$ cat config.mk
export PLATFORM = sky130hd
export DESIGN_NAME = breakout_game_ctrl
export DESIGN_NICKNAME = d
export VERILOG_FILES = /design/src/rtl/breakout_game_ctrl.sv
export SDC_FILE = /design/constraint.sdc
export NUM_CORES = 1
export LEC_CHECK = 0
export ABC_AREA = 1
export BUFFER_PORTS_ARGS = -buffer_cell sky130_fd_sc_hd__buf_4
export CORE_UTILIZATION = 61
export CTS_CLUSTER_DIAMETER = 150
export DETAILED_ROUTE_END_ITERATION = 6
export GPL_TIMING_DRIVEN = 0
export PLACE_DENSITY = 0.81
export SETUP_SLACK_MARGIN = 0.5
export SYNTH_ARGS = -nofsm -noshare
export SYNTH_HDL_FRONTEND = slang
export SYNTH_SLANG_ARGS = --single-unit
$ cat constraint.sdc
create_clock -name clk -period 3.8 [get_ports clk]
set_input_delay 0.38 -clock clk [delete_from_list [all_inputs] [get_ports clk]]
set_output_delay 0.38 -clock clk [all_outputs]
set_load 0.01 [all_outputs]
$ cat src/rtl/breakout_game_ctrl.sv
// breakout_game_ctrl: game-flow sequencer for the breakout VGA game.
// Debounces the three buttons once per frame, runs the
// IDLE/SERVE/PLAY/LOST/CLEAR/OVER flow, and keeps lives, score, level
// and the remaining-brick count. It drives motion enables and one-shot
// ball_reset / bricks_reload pulses to the ball/paddle/brick datapath.
// Every output comes straight from a flip-flop.

module breakout_game_ctrl #(
  parameter int NUM_BRICKS   = 40,
  parameter int START_LIVES  = 3,
  parameter int PAUSE_FRAMES = 60,
  parameter int SCORE_W      = 12
) (
  input  logic               clk,
  input  logic               rst,
  input  logic               frame_tick,
  input  logic               btn_left,
  input  logic               btn_right,
  input  logic               btn_select,
  input  logic               ball_lost,
  input  logic               brick_hit,
  output logic [2:0]         game_state,
  output logic               ball_run,
  output logic               paddle_left,
  output logic               paddle_right,
  output logic               ball_reset,
  output logic               bricks_reload,
  output logic [2:0]         lives,
  output logic [SCORE_W-1:0] score,
  output logic [2:0]         level
);

  // State encoding matches the game_state output.
  localparam logic [2:0] S_IDLE  = 3'd0;
  localparam logic [2:0] S_SERVE = 3'd1;
  localparam logic [2:0] S_PLAY  = 3'd2;
  localparam logic [2:0] S_LOST  = 3'd3;
  localparam logic [2:0] S_CLEAR = 3'd4;
  localparam logic [2:0] S_OVER  = 3'd5;

  localparam int                 BRICK_W     = $clog2(NUM_BRICKS + 1);
  localparam logic [BRICK_W-1:0] BRICKS_FULL = BRICK_W'(NUM_BRICKS);
  localparam logic [BRICK_W-1:0] BRICK_ONE   = BRICK_W'(1);
  localparam logic [SCORE_W-1:0] SCORE_MAX   = {SCORE_W{1'b1}};
  localparam logic [SCORE_W-1:0] SCORE_ONE   = SCORE_W'(1);
  localparam logic [7:0]         PAUSE_LAST  = 8'(PAUSE_FRAMES - 1);
  localparam logic [2:0]         LIVES_START = 3'(START_LIVES);
  localparam logic [2:0]         LEVEL_MAX   = 3'd7;

  // Button vectors are ordered {select, right, left}.
  localparam int B_LEFT   = 0;
  localparam int B_RIGHT  = 1;
  localparam int B_SELECT = 2;

  logic [2:0]         w_btn;
  logic [2:0]         r_sh;
  logic [2:0]         r_stable;
  logic [2:0]         w_stable_nxt;
  logic               r_sel_prev;
  logic               r_sel_press;

  logic [2:0]         r_state;
  logic [2:0]         w_state_nxt;
  logic [2:0]         r_lives;
  logic [2:0]         w_lives_nxt;
  logic [SCORE_W-1:0] r_score;
  logic [SCORE_W-1:0] w_score_nxt;
  logic [2:0]         r_level;
  logic [2:0]         w_level_nxt;
  logic [BRICK_W-1:0] r_bricks;
  logic [BRICK_W-1:0] w_bricks_nxt;
  logic [7:0]         r_pause;
  logic [7:0]         w_pause_nxt;
  logic               w_ball_reset_nxt;
  logic               w_bricks_reload_nxt;
  logic               w_move_en_nxt;

  logic               r_ball_run;
  logic               r_paddle_left;
  logic               r_paddle_right;
  logic               r_ball_reset;
  logic               r_bricks_reload;

  assign w_btn = {btn_select, btn_right, btn_left};

  // Debounce: on a frame tick a button whose previous and current samples
  // agree takes that level; a disagreeing pair holds the old stable value.
  assign w_stable_nxt = frame_tick ? ((r_sh & w_btn) | (r_stable & (r_sh ^ w_btn)))
                                   : r_stable;

  // Frame-rate button sampling and select rising-edge detection.
  // NOTE: every register uses <= so all flops see pre-edge values; a
  // blocking assignment here would let r_stable see this edge's r_sh.
  always_ff @(posedge clk or posedge rst) begin
    if (rst) begin
      r_sh        <= '0;
      r_stable    <= '0;
      r_sel_prev  <= 1'b0;
      r_sel_press <= 1'b0;
    end else begin
      if (frame_tick) begin
        r_sh <= w_btn;
      end
      r_stable    <= w_stable_nxt;
      r_sel_prev  <= r_stable[B_SELECT];
      r_sel_press <= r_stable[B_SELECT] & ~r_sel_prev;
    end
  end

  // Game-flow next-state and bookkeeping logic.
  // NOTE: every target gets a default first so no path leaves it unassigned
  // and no latch is inferred.
  always_comb begin
    w_state_nxt         = r_state;
    w_lives_nxt         = r_lives;
    w_score_nxt         = r_score;
    w_level_nxt         = r_level;
    w_bricks_nxt        = r_bricks;
    w_pause_nxt         = r_pause;
    w_ball_reset_nxt    = 1'b0;
    w_bricks_reload_nxt = 1'b0;

    case (r_state)
      S_IDLE: begin
        if (r_sel_press) begin
          w_state_nxt         = S_SERVE;
          w_lives_nxt         = LIVES_START;
          w_score_nxt         = '0;
          w_level_nxt         = '0;
          w_bricks_nxt        = BRICKS_FULL;
          w_ball_reset_nxt    = 1'b1;
          w_bricks_reload_nxt = 1'b1;
        end
      end

      S_SERVE: begin
        if (r_sel_press) begin
          w_state_nxt = S_PLAY;
        end
      end

      S_PLAY: begin
        if (brick_hit) begin
          if (r_score != SCORE_MAX) begin
            w_score_nxt = r_score + SCORE_ONE;
          end
          w_bricks_nxt = r_bricks - BRICK_ONE;
        end
        // Clearing the last brick wins over a simultaneous ball loss.
        if (brick_hit && (r_bricks == BRICK_ONE)) begin
          w_state_nxt = S_CLEAR;
          w_pause_nxt = '0;
        end else if (ball_lost) begin
          w_pause_nxt = '0;
          if (r_lives == 3'd1) begin
            w_state_nxt = S_OVER;
            w_lives_nxt = '0;
          end else begin
            w_state_nxt = S_LOST;
            w_lives_nxt = r_lives - 3'd1;
          end
        end
      end

      S_LOST: begin
        if (frame_tick) begin
          if (r_pause == PAUSE_LAST) begin
            w_state_nxt      = S_SERVE;
            w_ball_reset_nxt = 1'b1;
          end else begin
            w_pause_nxt = r_pause + 8'd1;
          end
        end
      end

      S_CLEAR: begin
        if (frame_tick) begin
          if (r_pause == PAUSE_LAST) begin
            w_state_nxt         = S_SERVE;
            w_bricks_nxt        = BRICKS_FULL;
            w_ball_reset_nxt    = 1'b1;
            w_bricks_reload_nxt = 1'b1;
            if (r_level != LEVEL_MAX) begin
              w_level_nxt = r_level + 3'd1;
            end
          end else begin
            w_pause_nxt = r_pause + 8'd1;
          end
        end
      end

      S_OVER: begin
        if (r_sel_press) begin
          w_state_nxt = S_IDLE;
        end
      end

      default: begin
        w_state_nxt = S_IDLE;
      end
    endcase
  end

  // Paddle motion is only allowed while a ball is being served or played.
  assign w_move_en_nxt = (w_state_nxt == S_SERVE) || (w_state_nxt == S_PLAY);

  // Game-flow registers; outputs are registered from next-state values so
  // they line up with game_state on the same edge.
  always_ff @(posedge clk or posedge rst) begin
    if (rst) begin
      r_state         <= S_IDLE;
      r_lives         <= '0;
      r_score         <= '0;
      r_level         <= '0;
      r_bricks        <= BRICKS_FULL;
      r_pause         <= '0;
      r_ball_run      <= 1'b0;
      r_paddle_left   <= 1'b0;
      r_paddle_right  <= 1'b0;
      r_ball_reset    <= 1'b0;
      r_bricks_reload <= 1'b0;
    end else begin
      r_state         <= w_state_nxt;
      r_lives         <= w_lives_nxt;
      r_score         <= w_score_nxt;
      r_level         <= w_level_nxt;
      r_bricks        <= w_bricks_nxt;
      r_pause         <= w_pause_nxt;
      r_ball_run      <= (w_state_nxt == S_PLAY);
      r_paddle_left   <= w_move_en_nxt & w_stable_nxt[B_LEFT]  & ~w_stable_nxt[B_RIGHT];
      r_paddle_right  <= w_move_en_nxt & w_stable_nxt[B_RIGHT] & ~w_stable_nxt[B_LEFT];
      r_ball_reset    <= w_ball_reset_nxt;
      r_bricks_reload <= w_bricks_reload_nxt;
    end
  end

  assign game_state    = r_state;
  assign ball_run      = r_ball_run;
  assign paddle_left   = r_paddle_left;
  assign paddle_right  = r_paddle_right;
  assign ball_reset    = r_ball_reset;
  assign bricks_reload = r_bricks_reload;
  assign lives         = r_lives;
  assign score         = r_score;
  assign level         = r_level;

endmodule

==> impl_results.md, run 1 <==
- Final Critical Period: 1.78 ns
- DR vias: 2314
- Share of the yosys chip area belonging to registers: 44.3%
- Die Wd: 68.8 um
- Status: finished, final reports clean
- H-tree depth: 2
- Pint: 1.26 mW
- Crit Path Class: flip-flop to flip-flop
- IO Pins: 34
- Final Core Density: 77.2%
- Worst Hold Class: input port to asynchronous set/reset pin
- Clock power share: 24.1%
- Max_slew headroom: 69.6%
- Post-Syn Instances: 350
- First-pass GRT wire length: 9180 um
- Worst-path clk slew: 0.09 ns
- FMAX: 562 MHz
- Synth area leaders: dfrtp_1, nand2_1, inv_1
- Core Region: 4140 um2
- Static leakage power: 1.65 nW
- Final setup margin: 2.02 ns
- CP startpoint: r_bricks[1]
- Clock root buffer: clkbuf_8
- IR Drop Worst-Case VDD: 0.353 mV
- Vias in the first global route: 2172
- CTS Buffer Depth: 2
- Synth Area per Inst: 7.77 um2
- # port buffers: 32
- Share of layout cells above drive strength 1: 17.4%
- Hold Slack: 0.0260 ns
- Post CTS Setup Buffer Count: 0
- Grt total ovfl: 0
- TritonRoute pass-1 iters: 4
- Post-route ant nets: 0
- Startpoint types: flip-flop
- Total negative slack: 0 ns
- Setup crit end kind: flip-flop
- Estimated wirelength of the detail-placed design: 4050 um
- CTS tree: yes
- Clock sink count: 48
- GRT Total Usage: 26.5%
- Worst-Skew Late Latency: 0.31 ns
- Final setup fails: 0
- Core Rows: 23
- CTS buffer count: 5
- Netlist Area Pre-Place: 2720 um2
- Power density over cell area: 649 nW/um2
- Synthesized net count: 369
- Area leader, netlist: dfrtp_1
- Synth Register Bits: 48
- Antenna diodes: 0
- Initial antenna violation count: 0
- Final hold violation count: 0
- Psw: 820 uW
- DR iter-0 viols: 176
- Worst slew pin tran: 0.456 ns
- Synth top area share: 42.3%
- Max Slew Vio Count: 0
- Worst r2r src: r_bricks[1]
- Gpl congestion: 0.860
- # resized after CTS: 0
- Crit-path max FO: 10
- Worst path arrival time: 2.02 ns
- Final #Nets: 409
- Net Sw Frac: 39.5%
- Non-Filler Instances: 441
- Placed Cells: 433
- Starting density of the core: 65.6%
- Largest net degree at the start of global routing: 35
- Seq pwr share: 34.5%
- Place WS: 2.05 ns
- YS warnings: 0
- Final worst path period share: 46.9%
- Clock Skews: 0.00459 ns
- Die ar.: 4730 um2
- Number of distinct library cells after synthesis: 31
- Vias per cell: 5.25
- WL/cell: 12.5 um
- DRC Markers: 0
- Combinational Power Share: 41.4%
- Final wirelength: 5510 um
- Area Growth Syn to Fin: 17.7%
- Req. time, crit path: 4.04 ns
- Hold_buf cts: 0
- RSZ-0062 raised after global routing: false
- Max_cap viols: 0
- Die height: 68.8 um
==> metal layers <==
layer / part of all wire (%) / routed length, um / GRT usage, %
met1: 43 / 2380 / 30.5
met2: 52 / 2890 / 48.8
met3: 3.0 / 166 / 3.95
met4: 1.4 / 77 / 11.0
met5: 0 / 0 / 0
==> worst paths after layout <==
check	to	slack (ns)	depth (start not counted)
worst max register to register	r_pause[2]	2.02	11
max in group asynchronous	score[9]	3.29	3
worst min register to register	r_sel_press	0.41	1
min in group clk	r_sh[1]	0.29	3
worst min-delay path	score[1]	0.03	2
worst max-delay path	r_pause[2]	2.02	11
==> cells by family after synthesis <==
| group | share of synthesized area (%) |
|---|---|
| and+or+nand+nor | 29.4 |
| DFF | 44.3 |
| adders and majority gates | 5.06 |
| buffers and inverters | 7.41 |
| AOI/OAI and AO/OA | 8.74 |
| xor gates and xnor gates | 5.15 |
==> cell usage after synthesis <==
| cell | count |
|---|---|
| nand2_1 | 92 |
| dfrtp_1 | 46 |
| inv_1 | 40 |
| nor2_1 | 40 |
| nand3_1 | 25 |
| o21ai_0 | 16 |
| xor2_1 | 14 |
| o21ai_1 | 13 |
| ha_1 | 11 |
| nor3_1 | 7 |
| a21oi_1 | 6 |
| inv_2 | 5 |
| nand4_1 | 5 |
| or2_2 | 4 |
| nand2_2 | 3 |
| a22oi_1 | 2 |
| buf_2 | 2 |
| dfstp_2 | 2 |
| nor2_2 | 2 |
| nor3b_1 | 2 |
| o21ai_2 | 2 |
| xnor2_1 | 2 |
| a21o_1 | 1 |
| a21oi_4 | 1 |
| a31oi_1 | 1 |
| buf_4 | 1 |
| buf_6 | 1 |
| clkbuf_1 | 1 |
| nand2_4 | 1 |
| nand3_4 | 1 |
| nor2_4 | 1 |
==> critical path, stage by stage, from the launching register on <==
cell and delay [ns]:
dfrtp_1 0.42, inv_1 0.09, ha_1 0.15, nand2_1 0.05
inv_1 0.05, nand3_1 0.16, nand3_1 0.20, nand2_2 0.09
a21oi_4 0.21, buf_6 0.17, nand2_1 0.06, o21ai_1 0.07
==> state kept, by name, summed over array words and instances, names as in the netlist <==
register,count
paddle_left,1
r_sh,3
ball_run,1
r_sel_press,1
r_stable,3
ball_reset,1
bricks_reload,1
r_bricks,6
score,12
game_state,3
paddle_right,1
lives,3
r_pause,8
r_sel_prev,1
level,3
==> area by class of cell <==
cell class                      count  area [um2]
Multi-Input combinational cell    252        1310
Sequential cell                    48        1200
Fill cell                         295         943
Timing Repair Buffer               33         260
Inverter                           45         169
Clock inverter                      3        90.1
Clock buffer                        5        68.8
Tap cell                           50        62.6
Buffer                              5        32.5
==> cell usage in the layout (no fill, tap or decap), types with 2 or more instances in the layout <==
cell	count
a21oi_1	6
a22oi_1	2
buf_2	2
buf_4	33
bufinv_16	3
clkbuf_8	5
dfrtp_1	46
dfstp_2	2
ha_1	11
inv_1	39
inv_2	6
nand2_1	92
nand2_2	3
nand3_1	25
nand4_1	5
nor2_1	40
nor2_2	2
nor3_1	7
nor3b_1	2
o21ai_0	16
o21ai_1	13
o21ai_2	2
or2_2	4
xnor2_1	2
xor2_1	14
==> power groups by stage <==
stage | Combinational, mW | Sequential (mW) | Clock (mW)
floorplan | 0.605 | 0.728 | 0
global placement | 0.832 | 0.719 | 0
detailed placement | 0.862 | 0.723 | 0
CTS | 0.870 | 0.715 | 0.507
global route | 0.977 | 0.730 | 0.527
finish | 0.861 | 0.716 | 0.500
==> metrics by stage <==
| step | power [mW] | instance area (um2) |
|---|---|---|
| 6_report | 2.08 | 3200 |
| 5_1_grt | 2.23 | 3200 |
| 4_1_cts | 2.09 | 3200 |
| 3_5_place_dp | 1.59 | 3040 |
| 3_3_place_gp | 1.55 | 3020 |
| 2_1_floorplan | 1.33 | 2720 |
No activity file was read; power rests on OpenSTA's default activity.
==> inputs of run 2 (changes only) <==
--- a/config.mk
+++ b/config.mk
@@ -5,13 +5,13 @@
 export SDC_FILE = /design/constraint.sdc
 export NUM_CORES = 1
 export LEC_CHECK = 0
-export ABC_AREA = 1
+export ABC_AREA = 0
 export BUFFER_PORTS_ARGS = -buffer_cell sky130_fd_sc_hd__buf_4
-export CORE_UTILIZATION = 61
+export CORE_UTILIZATION = 52
 export CTS_CLUSTER_DIAMETER = 150
 export DETAILED_ROUTE_END_ITERATION = 6
 export GPL_TIMING_DRIVEN = 0
-export PLACE_DENSITY = 0.81
+export PLACE_DENSITY = 0.73
 export SETUP_SLACK_MARGIN = 0.5
 export SYNTH_ARGS = -nofsm -noshare
 export SYNTH_HDL_FRONTEND = slang
==> constraint.sdc (replaced) <==
create_clock -name clk -period 1.6 [get_ports clk]
set_input_delay 0.16 -clock clk [delete_from_list [all_inputs] [get_ports clk]]
set_output_delay 0.16 -clock clk [all_outputs]
set_load 0.01 [all_outputs]
==> run 2 against run 1 <==
  * The flow now finishes with violations (negative setup slack)
  * Routed wire length up 94%
  * Area after synthesis up 4.0%
  * Clock-buffer cell count unchanged
  * Sequential power rose to 2.6 times the previous value
  * Largest cell class unchanged
  * Critical path depth down 3
  * Register-to-register slack worse by 2.5 ns
  * Combinational power rose to 5.2 times the previous value
  * Clock skew up 0.014 ns
  * Critical endpoint is now r_pause[3]
  * Die area up 21%
  * Clock power up 150%
==> impl_results.md, run 2 <==
- Levels on crit path: 8
- # port buffers: 33
- Initial antenna violation count: 0
- Setup crit end kind: flip-flop
- Post-Syn Instances: 298
- Clock sink count: 48
- Max_slew headroom: 29.3%
- CTS Buffer Depth: 2
- Synth Area per Inst: 9.49 um2
- Final setup margin: -0.438 ns
- Max_cap viols: 0
- Core Region: 5170 um2
- Die Wd: 75.7 um
- Final Critical Period: 2.04 ns
- Worst slew pin tran: 1.06 ns
- Synth area leaders: dfrtp_1, ha_1, o21ai_0
- TritonRoute pass-1 iters: 5
- Die ar.: 5740 um2
- Clock Skews: 0.0191 ns
- Number of flip-flops in the largest register: 12
- Final #Nets: 424
- Synth cell count leaders: dfrtp_1, nand2_1, o21ai_0
- Final Core Density: 89.2%
- Netlist Area Pre-Place: 2830 um2
- Status: complete, but fails checks
- Most used DFF post-synth: dfrtp_1
- Synth top area share: 40.7%
- Worst path arrival time: 2.26 ns
- Die height: 75.7 um
- R2R cell count: 8
- Total negative slack: -8.54 ns
- Failing checks: negative setup slack
- Reg2Reg Setup Slack: -0.44 ns
- DR iter-0 viols: 320
- Starting density of the core: 54.7%
- Core Rows: 26
- Area leader, netlist: dfrtp_1
- Vias per cell: 6.62
- Final worst path period share: 127%
- RSZ-0062 raised after global routing: true
- Estimated wirelength of the detail-placed design: 4800 um
- Most common cell after layout, fill and taps aside: buf_4
- Ys async rst share: 100%
- FMAX: 491 MHz
- Startpoint types: flip-flop
- Worst r2r src: r_pause[0]
- First-pass GRT wire length: 13600 um
- DRC Markers: 0
- Final hold violation count: 0
- YS warnings: 0
- Slowest stage delay, CP: 0.43 ns
- Clock root buffer: clkbuf_8
- Worst-Skew Late Latency: 0.32 ns
- Worst Hold Class: input port to asynchronous set/reset pin
- EDFF count, synth: 0
- CTS tree: yes
- Worst-path clk slew: 0.11 ns
- Most frequent cells in the layout: buf_4, buf_6, dfrtp_1
- Max Slew Vio Count: 0
- Synthesized net count: 317
- Share of the yosys chip area belonging to registers: 42.6%
- WL/cell: 22.5 um
- Power density over cell area: 1650 nW/um2
- Final setup fails: 39
- Gpl congestion: 0.883
- CP Cell Sequence: ha_4 -> nand4bb_4 -> o31a_1 -> buf_8 -> buf_4 -> a21oi_2 -> nor3_2 -> o31ai_1
- CTS buffer count: 5
- Req. time, crit path: 1.82 ns
- IO Pins: 34
- Static leakage power: 1.96 nW
- IR Drop Worst-Case VDD: 1.25 mV
- Grt total ovfl: 0
- Post-route ant nets: 0
- GRT Total Usage: 32.1%
- Area Growth Syn to Fin: 63.2%
- CP Buf/Inv Count: 2
- CP max-delay cell: dfrtp_1
- Share of layout cells above drive strength 1: 51.7%
- Most common cell in the netlist: dfrtp_1
- Largest net degree at the start of global routing: 49
- Final wirelength: 10700 um
- RR Endpoint: r_pause[3]
- DR vias: 3152
- CP startpoint: r_pause[0]
- Crit Path Class: flip-flop to flip-flop
- Synth Register Bits: 48
- Crit path to: r_pause[3]
- Number of distinct library cells after synthesis: 57
- H-tree depth: 2
- Crit-path max FO: 8
- Vias in the first global route: 2841
- Antenna diodes: 0
- Top delay family on crit path: compound AO/OA/AOI/OAI gates
-- run 2: timing repair --
action / in CTS / in global routing
setup buffers: 39 / 26
cloned: 2 / 0
resized for setup: 69 / 55
pin swaps: 41 / 39
endpoints found under the setup margin: 46 / 56
hold buffers: 0 / 0
-- run 2: area by class of cell --
class | count | area [um2]
multi-input cells | 224 | 2050
flip-flops and latches | 48 | 1220
repair buffers | 100 | 883
fillers | 197 | 557
plain buffers | 17 | 180
clock inverters | 3 | 90.1
well taps | 70 | 87.6
clock buffers | 5 | 68.8
inverters | 9 | 37.5
-- run 2: routing by layer --
layer  up-vias  GRT usage [%]  part of all wire, %
met4         0           13.2                  4.6
met5         -              0                    0
met2       225           55.6                   52
li1       1317              -                    -
met1      1544           39.6                   36
met3        66           5.42                  8.3
-- run 2: report_power, final --
part	total [mW]	switching (mW)	internal, mW
logic	4.48	2.28	2.20
clock network	1.24	0.461	0.782
registers	1.89	0.332	1.56
-- run 2: logic make-up (layout without fill, tap and decap cells) --
logic type | after synthesis | count (layout) | synth area share, %
XOR/XNOR | 12 | 12 | 3.72
flip-flops | 48 | 48 | 42.6
adder cells (fa/ha/maj) | 11 | 11 | 4.87
multiplexers | 6 | 6 | 2.30
buffers and inverters | 26 | 134 | 4.16
AND/OR/NAND/NOR | 111 | 111 | 21.7
AO/OA/AOI/OAI | 84 | 84 | 20.7
-- run 2: how the worst min path moves through the flow --
| stage | startpoint | slack (ns) | depth (start not counted) | to |
|---|---|---|---|---|
| after floorplan | rst | 0.19 | 1 | ball_reset |
| after global placement | r_stable[2] | 0.39 | 0 | r_sel_prev |
| after detailed placement | r_stable[2] | 0.40 | 0 | r_sel_prev |
| after CTS | btn_select | 0.10 | 2 | r_sh[2] |
| after global routing | btn_select | 0.1 | 2 | r_sh[2] |
| final | rst | 0.06 | 2 | r_bricks[0] |
-- run 2: metrics by stage --
step                hold slack [ns]  total power, mW  instances  area (um2)  setup WS [ns]
floorplan                     0.189             3.90        298        3080         -0.184
global route                 0.0960             7.94        476        4620         -0.463
detailed placement            0.401             4.66        401        3420         -0.478
finish                       0.0609             7.61        476        4620         -0.438
CTS                           0.100             6.67        450        4190         -0.258
global placement              0.391             4.59        401        3420         -0.467
-- run 2: worst reg2reg max path: stages (launching register included) --
cell and delay [ns]:
dfrtp_1 0.43, ha_4 0.19, nand4bb_4 0.18, o31a_1 0.37
buf_8 0.15, buf_4 0.15, a21oi_2 0.15, nor3_2 0.06
o31ai_1 0.27
